`src/rtl/fin_msg_pkg.sv`:
```
// Shared definitions for the order-message receive path: message layout,
// framing constants and the deserializer state encoding.
package fin_msg_pkg;

    localparam logic [7:0] ORDER_SYNC_WORD = 8'hA5;
    localparam int         ORDER_PAYLOAD_W = 64;

    typedef struct packed {
        logic [31:0] price;
        logic [23:0] qty;
        logic [6:0]  symbol;
        logic        side;    // 1 = buy
    } order_msg_t;

    typedef enum logic [1:0] {
        HUNT,
        PAYLOAD,
        PARITY
    } deser_state_e;

endpackage

```
`src/rtl/serial_sync_detect.sv`:
```
// Sliding sync-word detector: shifts the serial stream into a SYNC_W-bit
// register and flags when the updated contents equal SYNC_WORD.
module serial_sync_detect #(
    parameter int               SYNC_W    = 8,
    parameter logic [SYNC_W-1:0] SYNC_WORD = 8'hA5
) (
    input  logic clk,
    input  logic rst,
    input  logic en,
    input  logic clr,
    input  logic din,
    output logic match
);

    logic [SYNC_W-1:0] sreg_q;
    logic [SYNC_W-1:0] sreg_d;
    logic [SYNC_W-1:0] shifted;

    assign shifted = {sreg_q[SYNC_W-2:0], din};
    // Compare against the post-shift value so a match is seen on the very bit that completes it.
    assign match   = en && (shifted == SYNC_WORD);

    always_comb begin
        sreg_d = sreg_q;
        if (clr) begin
            sreg_d = '0;
        end else if (en) begin
            sreg_d = shifted;
        end
    end

    always_ff @(posedge clk or posedge rst) begin
        if (rst) begin
            sreg_q <= '0;
        end else begin
            sreg_q <= sreg_d;
        end
    end

endmodule

```
`src/rtl/order_bit_deserializer.sv`:
```
// Serial order-message receiver: sync hunt, MSB-first payload capture and a
// valid/ready output register. Define ORDER_DESER_PARITY_EN for an even-parity bit.
module order_bit_deserializer
    import fin_msg_pkg::*;
#(
    parameter int                SYNC_W    = 8,
    parameter logic [SYNC_W-1:0] SYNC_WORD = ORDER_SYNC_WORD,
    parameter int                PAYLOAD_W = ORDER_PAYLOAD_W
) (
    input  logic                 clk,
    input  logic                 rst,
    input  logic                 en,
    input  logic                 datain,
    output logic [PAYLOAD_W-1:0] frame_data,
    output logic                 frame_valid,
    input  logic                 frame_ready,
    output logic                 parity_err,
    output logic                 overflow
);

    localparam int               CNT_W    = $clog2(PAYLOAD_W + 1);
    localparam logic [CNT_W-1:0] LAST_BIT = CNT_W'(PAYLOAD_W - 1);

    deser_state_e          state_q, state_d;
    logic [CNT_W-1:0]      cnt_q, cnt_d;
    logic [PAYLOAD_W-1:0]  pay_q, pay_d;
    logic [PAYLOAD_W-1:0]  frame_data_q, frame_data_d;
    logic                  frame_valid_q, frame_valid_d;
    logic                  overflow_q, overflow_d;
    logic                  sync_shift;
    logic                  sync_clr;
    logic                  sync_match;
    logic                  complete;
`ifdef ORDER_DESER_PARITY_EN
    logic                  parity_err_q, parity_err_d;
`endif

    assign sync_shift = en && (state_q == HUNT);

    serial_sync_detect #(
        .SYNC_W    (SYNC_W),
        .SYNC_WORD (SYNC_WORD)
    ) u_sync (
        .clk   (clk),
        .rst   (rst),
        .en    (sync_shift),
        .clr   (sync_clr),
        .din   (datain),
        .match (sync_match)
    );

    always_comb begin
        state_d  = state_q;
        cnt_d    = cnt_q;
        pay_d    = pay_q;
        sync_clr = 1'b0;
        complete = 1'b0;
`ifdef ORDER_DESER_PARITY_EN
        parity_err_d = 1'b0;
`endif
        if (en) begin
            case (state_q)
                HUNT: begin
                    if (sync_match) begin
                        state_d = PAYLOAD;
                        cnt_d   = '0;
                    end
                end
                PAYLOAD: begin
                    pay_d = {pay_q[PAYLOAD_W-2:0], datain};
                    cnt_d = cnt_q + 1'b1;
                    if (cnt_q == LAST_BIT) begin
`ifdef ORDER_DESER_PARITY_EN
                        state_d = PARITY;
`else
                        state_d  = HUNT;
                        sync_clr = 1'b1;
                        complete = 1'b1;
`endif
                    end
                end
`ifdef ORDER_DESER_PARITY_EN
                PARITY: begin
                    state_d  = HUNT;
                    sync_clr = 1'b1;
                    // Even parity over payload plus parity bit: odd XOR means corruption.
                    if (^{pay_q, datain}) begin
                        parity_err_d = 1'b1;
                    end else begin
                        complete = 1'b1;
                    end
                end
`endif
                default: state_d = HUNT;
            endcase
        end
    end

    // Output register: a completion may reload in the same cycle the old message is accepted.
    always_comb begin
        frame_data_d  = frame_data_q;
        frame_valid_d = frame_valid_q && !frame_ready;
        overflow_d    = 1'b0;
        if (complete) begin
            if (!frame_valid_q || frame_ready) begin
                frame_data_d  = pay_d;
                frame_valid_d = 1'b1;
            end else begin
                overflow_d = 1'b1;
            end
        end
    end

    always_ff @(posedge clk or posedge rst) begin
        if (rst) begin
            state_q       <= HUNT;
            cnt_q         <= '0;
            pay_q         <= '0;
            frame_data_q  <= '0;
            frame_valid_q <= 1'b0;
            overflow_q    <= 1'b0;
        end else begin
            state_q       <= state_d;
            cnt_q         <= cnt_d;
            pay_q         <= pay_d;
            frame_data_q  <= frame_data_d;
            frame_valid_q <= frame_valid_d;
            overflow_q    <= overflow_d;
        end
    end

`ifdef ORDER_DESER_PARITY_EN
    always_ff @(posedge clk or posedge rst) begin
        if (rst) begin
            parity_err_q <= 1'b0;
        end else begin
            parity_err_q <= parity_err_d;
        end
    end

    assign parity_err = parity_err_q;
`else
    assign parity_err = 1'b0;
`endif

    assign frame_data  = frame_data_q;
    assign frame_valid = frame_valid_q;
    assign overflow    = overflow_q;

endmodule
```
`config.mk`:
```
export PLATFORM = sky130hd
export DESIGN_NAME = order_bit_deserializer
export DESIGN_NICKNAME = d
export VERILOG_FILES = /design/src/rtl/fin_msg_pkg.sv /design/src/rtl/serial_sync_detect.sv /design/src/rtl/order_bit_deserializer.sv
export SDC_FILE = /design/constraint.sdc
export NUM_CORES = 1
export LEC_CHECK = 0
export CAP_MARGIN = 0
export CORE_ASPECT_RATIO = 0.7
export CORE_MARGIN = 5
export CORE_UTILIZATION = 55
export CTS_CLUSTER_SIZE = 20
export DETAILED_ROUTE_END_ITERATION = 8
export PLACE_DENSITY = 0.8
export SLEW_MARGIN = 40
export SYNTH_ARGS = -nofsm -noshare
export SYNTH_HDL_FRONTEND = slang
export SYNTH_SLANG_ARGS = --single-unit
```
`constraint.sdc`:
```
create_clock -name clk -period 7.7 [get_ports clk]
set_input_delay 2.31 -clock clk [delete_from_list [all_inputs] [get_ports clk]]
set_output_delay 2.31 -clock clk [all_outputs]
set_load 0.005 [all_outputs]
```
==> Word level (Yosys, flattened, before mapping) <==
Cells that the tools add are included.
{ "word_totals": {"register_bits": 146, "latchBits": 0, "ram_bits": 0, "mem_bits_ro": 0, "inputBits": 5, "word_cells": 41, "n_memories": 0} }
{ "op_classes": {"add_sub_neg": 1, "n_mul": 0, "div_mod_pow": 0, "magnitude_cmp": 0, "eq_ne": 5, "n_shift": 0, "n_mux": 16, "n_bitwise": 0, "reduce_logical": 12} }
{ "ops": {"columns": ["cell", "n"], "rows": [
  ["2-to-1 mux 64 bit", 2],
  ["2-to-1 mux 7 bit", 3],
  ["case mux 7 bit (2 select lines)", 1],
  ["== test 8 bit, second input constant", 1],
  ["adder 7 x 1 -> 7 bit, second input constant", 1],
  ["== test 7 x 6 -> 1 bit, second input constant", 1],
  ["2-to-1 mux 1 bit", 7],
  ["AND reduction 3 bit", 2],
  ["2-to-1 mux 2 bit", 2],
  ["!= test 2 bit, second input constant", 2],
  ["case mux 2 bit (2 select lines)", 1],
  ["nonzero test 2 bit", 2],
  ["logical AND 1 bit", 3],
  ["== test 2 x 1 -> 1 bit, second input constant", 1],
  ["logical NOT 1 bit", 2],
  ["logical NOT 2 bit", 1],
  ["AND reduction 2 bit", 1],
  ["logical OR 1 bit", 1]
]} }

==> Depth between registers and ports, before layout <==
Gate-level depths: netlist (run 1).
{ "depth": {"ltp_word": 5, "ltp_mapped": 6, "ltp_nobuf": 4} }

==> Cells and area by module <==
Synthesis (run 1) repeated with hierarchy kept, for this count alone.
{ "hier_totals": {"cells_unflattened": 347, "hier_area_um2": 6143.4} }
{ "modules_own_cells": {"columns": ["mod", "n_inst", "cells_per_inst", "area_per_inst_um2", "seq_area_each_um2"], "rows": [
  ["order_bit_deserializer", 1, 320, 5818.1, 3453.3],
  ["serial_sync_detect", 1, 27, 325.3, 175.2]
]} }

==> Worst setup path before layout (run 1) <==
No wires, ideal clock.
{ "synth_path": {"path_type": "input-to-reg", "start": "input port en", "end": "register frame_data_q[63] (netlist: frame_data[63])", "setup_time_ns": 0.128, "arrival_time_ns": 3.443, "slack_ns": 4.130, "stages": 6, "n_path_buf": 3, "path_cell_list": "buf_4 > nand4_4 > nor3b_2 > buf_6 > buf_8 > mux2_1"} }
{ "synth_between": {"elab_chain_cells": 2} }
{ "synth_rtl": {"columns": ["element", "line_no", "text"], "rows": [
  ["from (decl)", "order_bit_deserializer.sv:12", "input logic en,"],
  ["2-to-1 mux 1 bit", "order_bit_deserializer.sv:61", "if (en) begin"],
  ["AND reduction 2 bit (no source line)", null, null],
  ["to (signal assigned)", "order_bit_deserializer.sv:126", "frame_data_q <= frame_data_d;"],
  ["to (decl)", "order_bit_deserializer.sv:27", "logic [PAYLOAD_W-1:0] frame_data_q, frame_data_d;"]
]} }
Several ways; a longest one is shown, not always the timed one.
A chain may end at the register's enable or synchronous reset.

==> Worst setup path after layout (run 1) <==
{ "layout_path": {"start": "input port en", "end": "register frame_data_q[36] (netlist: frame_data[36])"} }
{ "layout_lines": {"columns": ["element", "line_no", "text"], "rows": [
  ["2-to-1 mux 64 bit", "order_bit_deserializer.sv:61", null],
  ["via pay_d[36]", "order_bit_deserializer.sv:26", "logic [PAYLOAD_W-1:0] pay_q, pay_d;"]
]} }
The timed path passes the listed nets, and every way through them passes these cells.

==> flow_metrics.tcl, run 1 <==
set metrics [dict create \
    overflow 0 \
    setup.worst_path.end_class "flip-flop" \
    ctsHoldBuffers 0 \
    drive_gt1_share_pct 37.5 \
    grt_first_pass_wirelength_microns 17000 \
    routed_wl_microns 10300 \
    status "complete, no violations" \
    ir_worst_vdd_uv 189 \
    clock_path_buffers 2 \
    drv_cap 0 \
    maxSlewHeadroom_pct 57.6 \
    most-common-layout-cells "dfrtp_1, mux2_4, clkdlybuf4s50_1" \
    path_clk_slew_ps 60 \
    rsz0062_at_grt "false" \
    required_ps 7990 \
    dieWidth_microns 137 \
    yosys_warnings 0 \
    max_freq_mhz 232 \
    synthesis.nets 366 \
    io_pins 72 \
    final_common_cell "dfrtp_1" \
    critPathLaunchType "input port" \
    drc 0 \
    tightest_slew_ps 636 \
    hold_path_class "flip-flop to flip-flop" \
    avgRoutedWirePerCell_microns 17.2 \
    cts_made_buffers 17 \
    port-buffer-count 70 \
    grt_util_all_layers_pct 16.2 \
    hpwl_microns 6380 \
    vias 3091 \
    drtPass1Iterations 4 \
    htreeDepth 4 \
    arrival_ps 4600 \
    start_util_pct 56.1 \
    finalSetupViolations 0 \
    p_per_area_mw_per_mm2 231 \
    clkLatencyLatePin_ps 410 \
    multi_input_area_sq_mm 0.00228 \
    cts_tree "built" \
    cp_max_fo 33 \
    die_area_sq_mm 0.0135 \
    grt_max_degree 99 \
    syn_area_sq_mm 0.00618 \
    regArea_sq_mm 0.00363 \
    routabilityCongestion 0.799 \
    ctsResizeCount 0 \
    syn_inst 360 \
    cts_setup_buffers 0 \
    cts_root_buf "clkbuf_16" \
    synth_edf_count 0 \
    die_y_microns 98.7 \
    post_drt_via_cell_ratio 5.14 \
    stdcell_area_sq_mm 0.00750 \
    min_period_over_period_pct 56.0 \
    ys_seq_area_share_pct 58.7 \
    tns_ps 0 \
    slew_viol_final 0 \
    grt_pass1_vias 3295 \
    regToRegSetupSlack_ps 5480 \
    synth-main-ff-cell "dfrtp_1" \
    rows 32 \
    power_leakage_nw 3.51 \
    clock_sink_count 145 \
    ys_ff_latch 145 \
    syn_to_final_growth_pct 21.4 \
    synthArstFlopShare_pct 100 \
    ys_types 34 \
    min_period_ps 4310 \
    num-fill-cells 732 \
    avgSynthCellArea_sq_um 17.2 \
    place_area_sq_mm 0.00686 \
    crit_type "input port to flip-flop" \
    drt_iter0_drc 167 \
    antenna_found_initial 0 \
    core_sq_mm 0.0110 \
    n_antenna_cell 0 \
    hold_viol 0 \
    fin_nets 441 \
    clock_skew_ps 7.81 \
    drtAntennaViolNets 0 \
]
==> metal layers <==
layer,up-vias,wire length [microns],track usage (%)
met3,14,389,4.85
met5,-,0,0
met2,60,4650,22.8
met4,0,140,6.27
met1,1608,5150,23.6
li1,1409,-,-
==> power by group <==
| part | internal (mW) | switching, mW |
|---|---|---|
| Clock | 0.577 | 0.306 |
| Sequential | 0.775 | 0.0127 |
| Combinational | 0.0233 | 0.0402 |
| Total | 1.37 | 0.359 |
==> critical path: stages <==
cell,delay [ps]
clkdlybuf4s50_1,720
and2_4,610
buf_12,330
mux2_4,340
mux2_4,260
==> path summary, 6_finish.rpt <==
kind                       startpoint        endpoint  cells after the start
setup / recovery                   en  frame_data[36]                      5
hold / removal              pay_q[63]       pay_q[63]                      1
setup reg to reg             cnt_q[0]   frame_data[1]                      5
hold reg to reg             pay_q[63]       pay_q[63]                      1
max in group asynchronous         rst        cnt_q[5]                      3
min in group asynchronous         rst       pay_q[23]                      2
==> Yosys cell counts, drive strengths merged (2+ instances only) <==
library cell / instances / area share [%]
or4bb: 2 / 0.36
or3: 2 / 0.20
nand2: 17 / 1.0
mux2: 129 / 31
o211ai: 2 / 0.24
buf: 17 / 4.3
nand2b: 4 / 0.40
dfrtp: 145 / 59
nor2: 3 / 0.18
o21ai: 15 / 1.2
inv: 4 / 0.24
nand3: 3 / 0.24
==> through the flow <==
stage	util (%)	setup WS, ps	hold WS, ps	power, mW	instances
after detailed placement	62.3	2990	491	0.866	569
after CTS	68.1	3400	512	1.75	601
final	68.1	3390	506	1.73	601
after global placement	62.1	2910	478	0.861	568
after global routing	68.1	3290	520	1.79	601
after floorplan	-	1500	462	0.855	360
==> area by class of cell <==
class	count	area share [%]
clock inverters	9	2.02
flip-flops and latches	145	48.4
well taps	153	2.55
multi-input cells	193	30.3
inverters	4	0.300
repair buffers	74	9.91
clock buffers	23	6.51
==> state kept, by name (all words and copies together) (netlist names) <==
| register | count |
|---|---|
| pay_q | 64 |
| state_q | 1 |
| u_sync.sreg_q | 7 |
| overflow | 1 |
| frame_data | 64 |
| frame_valid | 1 |
| cnt_q | 7 |
==> logic make-up (layout without fill, tap and decap cells) <==
kind of cell	after synthesis	in the layout	synth area share, %
AO/OA/AOI/OAI	21	21	1.94
adder cells (fa/ha/maj)	1	1	0.202
buffers and inverters	22	110	4.56
flip-flops	145	145	58.7
multiplexers	129	129	30.6
other	1	1	0.0607
AND/OR/NAND/NOR	41	41	3.97
Note: power is estimated with default switching activity, not from simulation.
==> inputs of run 2 (changes only) <==
--- a/config.mk
+++ b/config.mk
@@ -8,10 +8,10 @@
 export CAP_MARGIN = 0
 export CORE_ASPECT_RATIO = 0.7
 export CORE_MARGIN = 5
-export CORE_UTILIZATION = 55
+export CORE_UTILIZATION = 50
 export CTS_CLUSTER_SIZE = 20
 export DETAILED_ROUTE_END_ITERATION = 8
-export PLACE_DENSITY = 0.8
+export PLACE_DENSITY = 0.76
 export SLEW_MARGIN = 40
 export SYNTH_ARGS = -nofsm -noshare
 export SYNTH_HDL_FRONTEND = slang
==> constraint.sdc (replaced) <==
create_clock -name clk -period 3.7 [get_ports clk]
set_input_delay 1.11 -clock clk [delete_from_list [all_inputs] [get_ports clk]]
set_output_delay 1.11 -clock clk [all_outputs]
set_load 0.005 [all_outputs]
==> run 2 against run 1 <==
Cell count rose by 1.3%; sequential share of layout area rose by 0.11 points; die area rose by 9.1%; sequential power rose by 110%; utilization fell by 7.0 points; register-to-register slack got worse by 3900 ps; combinational power rose by 110%; largest cell class unchanged.
==> flow_metrics.tcl, run 2 (synthesized netlist as in run 1, its figures left out) <==
set metrics [dict create \
    status "complete, no violations" \
    core_sq_mm 0.0123 \
    cts_made_buffers 17 \
    clock_skew_ps 7.84 \
    maxSlewHeadroom_pct 50.4 \
    p_total_mw 3.47 \
    dpl.cell_count 578 \
    slowest_delay_ps 720 \
    n_antenna_cell 0 \
    finalWorstSetupSlack_ps 839 \
    hold_slack_ps 505 \
    cpMaxStageDelayCell "clkdlybuf4s50_1" \
    num-fill-cells 907 \
    tns_ps 0 \
    htreeDepth 4 \
    power_leakage_nw 3.48 \
    critPathBufInv 2 \
    clkLatencyLatePin_ps 410 \
    io_pins 72 \
    hold_viol 0 \
    tightest_slew_ps 744 \
    stdcell_area_sq_mm 0.00748 \
    place_area_sq_mm 0.00689 \
    slew_viol_final 0 \
    hold_path_class "flip-flop to flip-flop" \
    die_area_sq_mm 0.0147 \
    cp_cell_sequence "clkdlybuf4s50_1, and2_4, buf_12, mux2_2, mux2_2" \
    min_period_ps 2860 \
    crit_type "input port to flip-flop" \
    antenna_found_initial 0 \
    finalSetupViolations 0 \
    ctsHoldBuffers 0 \
    p_per_area_mw_per_mm2 463 \
    path_clk_slew_ps 60 \
    grt_first_pass_wirelength_microns 17200 \
    cts_setup_buffers 0 \
    die_y_microns 103 \
    drive_gt1_share_pct 37.6 \
    start_util_pct 50.4 \
    min_period_over_period_pct 77.3 \
    cts_tree "built" \
    drtAntennaViolNets 0 \
    critPathLaunchType "input port" \
    critPathTopFamily "buffers and inverters" \
    vias 3006 \
    clock_sink_count 145 \
    rows 34 \
    hpwl_microns 6240 \
    most-common-layout-cells "dfrtp_1, mux2_4, clkdlybuf4s50_1" \
    drt_iter0_drc 232 \
    drtPass1Iterations 4 \
    arrival_ps 3160 \
    path_common_cell "mux2_2" \
    final_common_cell "dfrtp_1" \
    syn_to_final_growth_pct 21.1 \
    setup.worst_path.end_class "flip-flop" \
    grt_max_degree 146 \
    dieWidth_microns 143 \
    pre_cts_ws_ps 429 \
    required_ps 4000 \
    avgRoutedWirePerCell_microns 16.7 \
    port-buffer-count 70 \
    layout.cells.non_filler 609 \
    clock_path_buffers 2 \
    max_freq_mhz 350 \
    cp_max_fo 64 \
    ctsResizeCount 0 \
    post_drt_via_cell_ratio 4.94 \
    grt_pass1_vias 3301 \
    routabilityCongestion 0.765 \
    overflow 0 \
    grt_util_all_layers_pct 15.1 \
    drv_cap 0 \
    rsz0062_at_grt "false" \
    cts_root_buf "clkbuf_16" \
    fin_nets 441 \
    routed_wl_microns 10200 \
    ir_worst_vdd_uv 335 \
    drc 0 \
    fin_util_pct 61.1 \
]
[run 2: worst paths after layout]
kind                                   from  cells past startpoint               end  slack (ps)
max in group asynchronous               rst                      3  u_sync.sreg_q[6]        1880
hold reg to reg            u_sync.sreg_q[1]                      2  u_sync.sreg_q[2]         500
setup reg to reg                   cnt_q[0]                      5     frame_data[1]        1570
setup / recovery                         en                      5     frame_data[1]         840
min in group asynchronous               rst                      3    frame_data[26]        1270
hold / removal             u_sync.sreg_q[1]                      2  u_sync.sreg_q[2]         500
[run 2: final cells by class]
cell class / count / area [sq um] / area share (%)
repair buffers: 74 / 768 / 10.3
inverters: 4 / 18.8 / 0.251
multi-input cells: 193 / 2280 / 30.4
clock inverters: 9 / 106 / 1.42
clock buffers: 22 / 484 / 6.47
flip-flops and latches: 145 / 3630 / 48.5
well taps: 162 / 203 / 2.71
[run 2: worst register-to-register path, delay by kind of cell, from the launching register on]
kind,cells,cell delay [ps]
mux,1,430
fa+ha+maj,1,270
flops,1,380
buf+inv,1,390
simple gates,2,550
[run 2: power breakdown]
part | switching, mW | total, mW | internal, mW
clock | 0.637 | 1.69 | 1.06
sequential | 0.0243 | 1.64 | 1.61
combinational | 0.0846 | 0.134 | 0.0499
[run 2: routing by layer]
layer	global-route usage, %	wire (microns)
met1	20.9	5170
met2	21.9	4450
met3	5.52	444
met4	5.48	127
met5	0	0
==> inputs of run 3 (changes only) <==
==> constraint.sdc (replaced) <==
create_clock -name clk -period 2.55 [get_ports clk]
set_input_delay 0.765 -clock clk [delete_from_list [all_inputs] [get_ports clk]]
set_output_delay 0.765 -clock clk [all_outputs]
set_load 0.005 [all_outputs]
==> run 3 against run 2 <==
Critical path depth is 1 higher; clock skew is 2.9 ps higher; global-route usage is 0.72 points higher; worst setup slack worse by 420 ps; final area is 2.1% higher; die area stayed put; worst hold slack worse by 0.96 ps; routed wire length is 5.5% higher; clock-buffer cell count stayed put; critical path type unchanged; largest cell class unchanged; largest power group unchanged; highest routed layer unchanged.
==> flow_metrics.tcl, run 3 (synthesized netlist as in run 1, its figures left out) <==
set metrics [dict create \
    combPwrFrac_pct 4.2 \
    routabilityCongestion 0.782 \
    regToRegSetupSlack_ps 590 \
    n_antenna_cell 0 \
    min_period_ps 2130 \
    required_ps 2830 \
    fin_util_pct 62.4 \
    cts_tree "built" \
    avgRoutedWirePerCell_microns 17.3 \
    die_y_microns 103 \
    drv_cap 0 \
    finalWorstSetupSlack_ps 421 \
    core_sq_mm 0.0123 \
    clock_path_buffers 2 \
    syn_to_final_growth_pct 23.7 \
    grt_first_pass_wirelength_microns 18000 \
    rows 34 \
    num-fill-cells 893 \
    fin_nets 454 \
    most-common-layout-cells "dfrtp_1, mux2_4, clkdlybuf4s50_1" \
    port-buffer-count 70 \
    grt_pass1_vias 3407 \
    p_switching_mw 1.09 \
    antenna_found_initial 0 \
    setup.worst_path.end_class "flip-flop" \
    drc 0 \
    cts_root_buf "clkbuf_16" \
    post_drt_via_cell_ratio 4.97 \
    overflow 0 \
    tightest_slew_ps 622 \
    max_freq_mhz 470 \
    ir_worst_vdd_uv 492 \
    p_int_mw 3.99 \
    critPathLaunchType "input port" \
    cp_max_fo 18 \
    clock_sink_count 145 \
    drtAntennaViolNets 0 \
    seqPwrFrac_pct 46.8 \
    clkLatencyLatePin_ps 400 \
    slew_viol_final 0 \
    p_per_area_mw_per_mm2 665 \
    drt_iter0_drc 182 \
    drtPass1Iterations 4 \
    ctsResizeCount 0 \
    start_util_pct 50.4 \
    hpwl_microns 6990 \
    path_clk_slew_ps 50 \
    multi_input_area_sq_mm 0.00228 \
    p_sw_share_pct 21.5 \
    status "complete, no violations" \
    arrival_ps 2410 \
    critPathTopFamily "buffers and inverters" \
    slowest_delay_ps 550 \
    place_area_sq_mm 0.00705 \
    rsz0062_at_grt "false" \
    p_clk_share_pct 49.0 \
    io_pins 72 \
    cts_made_buffers 17 \
    clock_skew_ps 10.7 \
    hold_path_class "flip-flop to flip-flop" \
    finalSetupViolations 0 \
    final_common_cell "dfrtp_1" \
    critPathBufInv 3 \
    maxSlewHeadroom_pct 58.5 \
    dieWidth_microns 143 \
    drive_gt1_share_pct 38.8 \
    pre_cts_ws_ps 2.49 \
    stdcell_area_sq_mm 0.00764 \
    cts_setup_buffers 0 \
    die_area_sq_mm 0.0147 \
    cpMaxStageDelayCell "clkdlybuf4s50_1" \
    grt_max_degree 118 \
    power_leakage_nw 3.57 \
    regArea_sq_mm 0.00363 \
    crit_type "input port to flip-flop" \
    min_period_over_period_pct 83.5 \
    grt_util_all_layers_pct 15.8 \
    ctsHoldBuffers 0 \
    hold_viol 0 \
    routed_wl_microns 10700 \
    cp_cell_sequence "clkdlybuf4s50_1, nand4_4, nor3b_4, buf_4, buf_12, mux2_4" \
    htreeDepth 4 \
    vias 3094 \
]
## run 3: cell count changes in the layout (fill, tap and decap cells not counted), sizes merged
cell	change
buf	+13
clkinv	+2
clkinvlp	-2
bufinv	+1
## run 3: worst paths after layout
path / end / cells past startpoint / from
max reg2reg: frame_data[40] / 6 / cnt_q[0]
min: pay_q[63] / 1 / pay_q[63]
min in group asynchronous: frame_data[23] / 3 / rst
max: frame_data[40] / 6 / en
max in group asynchronous: frame_data[61] / 3 / rst
min reg2reg: pay_q[63] / 1 / pay_q[63]
## run 3: worst register-to-register path: cells and delay by family (launching register included)
family                     cells  cell delay (ps)
adders and majority gates      1              250
DFF                            1              400
and+or+nand+nor                2              490
muxes                          1              320
buffers and inverters          2              380
## run 3: final cells by class
class / count / area share (%)
multi-input combinational: 193 / 29.8
timing repair buffer: 87 / 12.1
sequential: 145 / 47.5
clock buffer: 22 / 5.94
tap: 162 / 2.65
clock inverter: 10 / 1.77
inverter: 4 / 0.246
## run 3: stage by stage
step	setup TNS (ps)	std cells	hold slack, ps	total power, mW
floorplan	-4930	360	462	2.58
global placement	0	591	474	2.62
detailed placement	0	591	489	2.63
CTS	0	623	507	5.15
global route	0	623	517	5.28
finish	0	623	504	5.08
## run 3: power by group through the flow
| stage | logic [mW] | registers [mW] | clock network [mW] |
|---|---|---|---|
| 2_1_floorplan | 0.177 | 2.41 | 0 |
| 3_3_place_gp | 0.203 | 2.41 | 0 |
| 3_5_place_dp | 0.214 | 2.42 | 0 |
| 4_1_cts | 0.217 | 2.38 | 2.56 |
| 5_1_grt | 0.243 | 2.38 | 2.66 |
| 6_report | 0.212 | 2.38 | 2.49 |
## run 3: metal layers
metal,share of wire (%),GRT usage [%],vias to the layer above
met3,4.0,4.96,10
li1,-,-,1432
met1,50,22.4,1591
met4,0.93,4.60,0
met5,0,0,-
met2,45,23.5,61
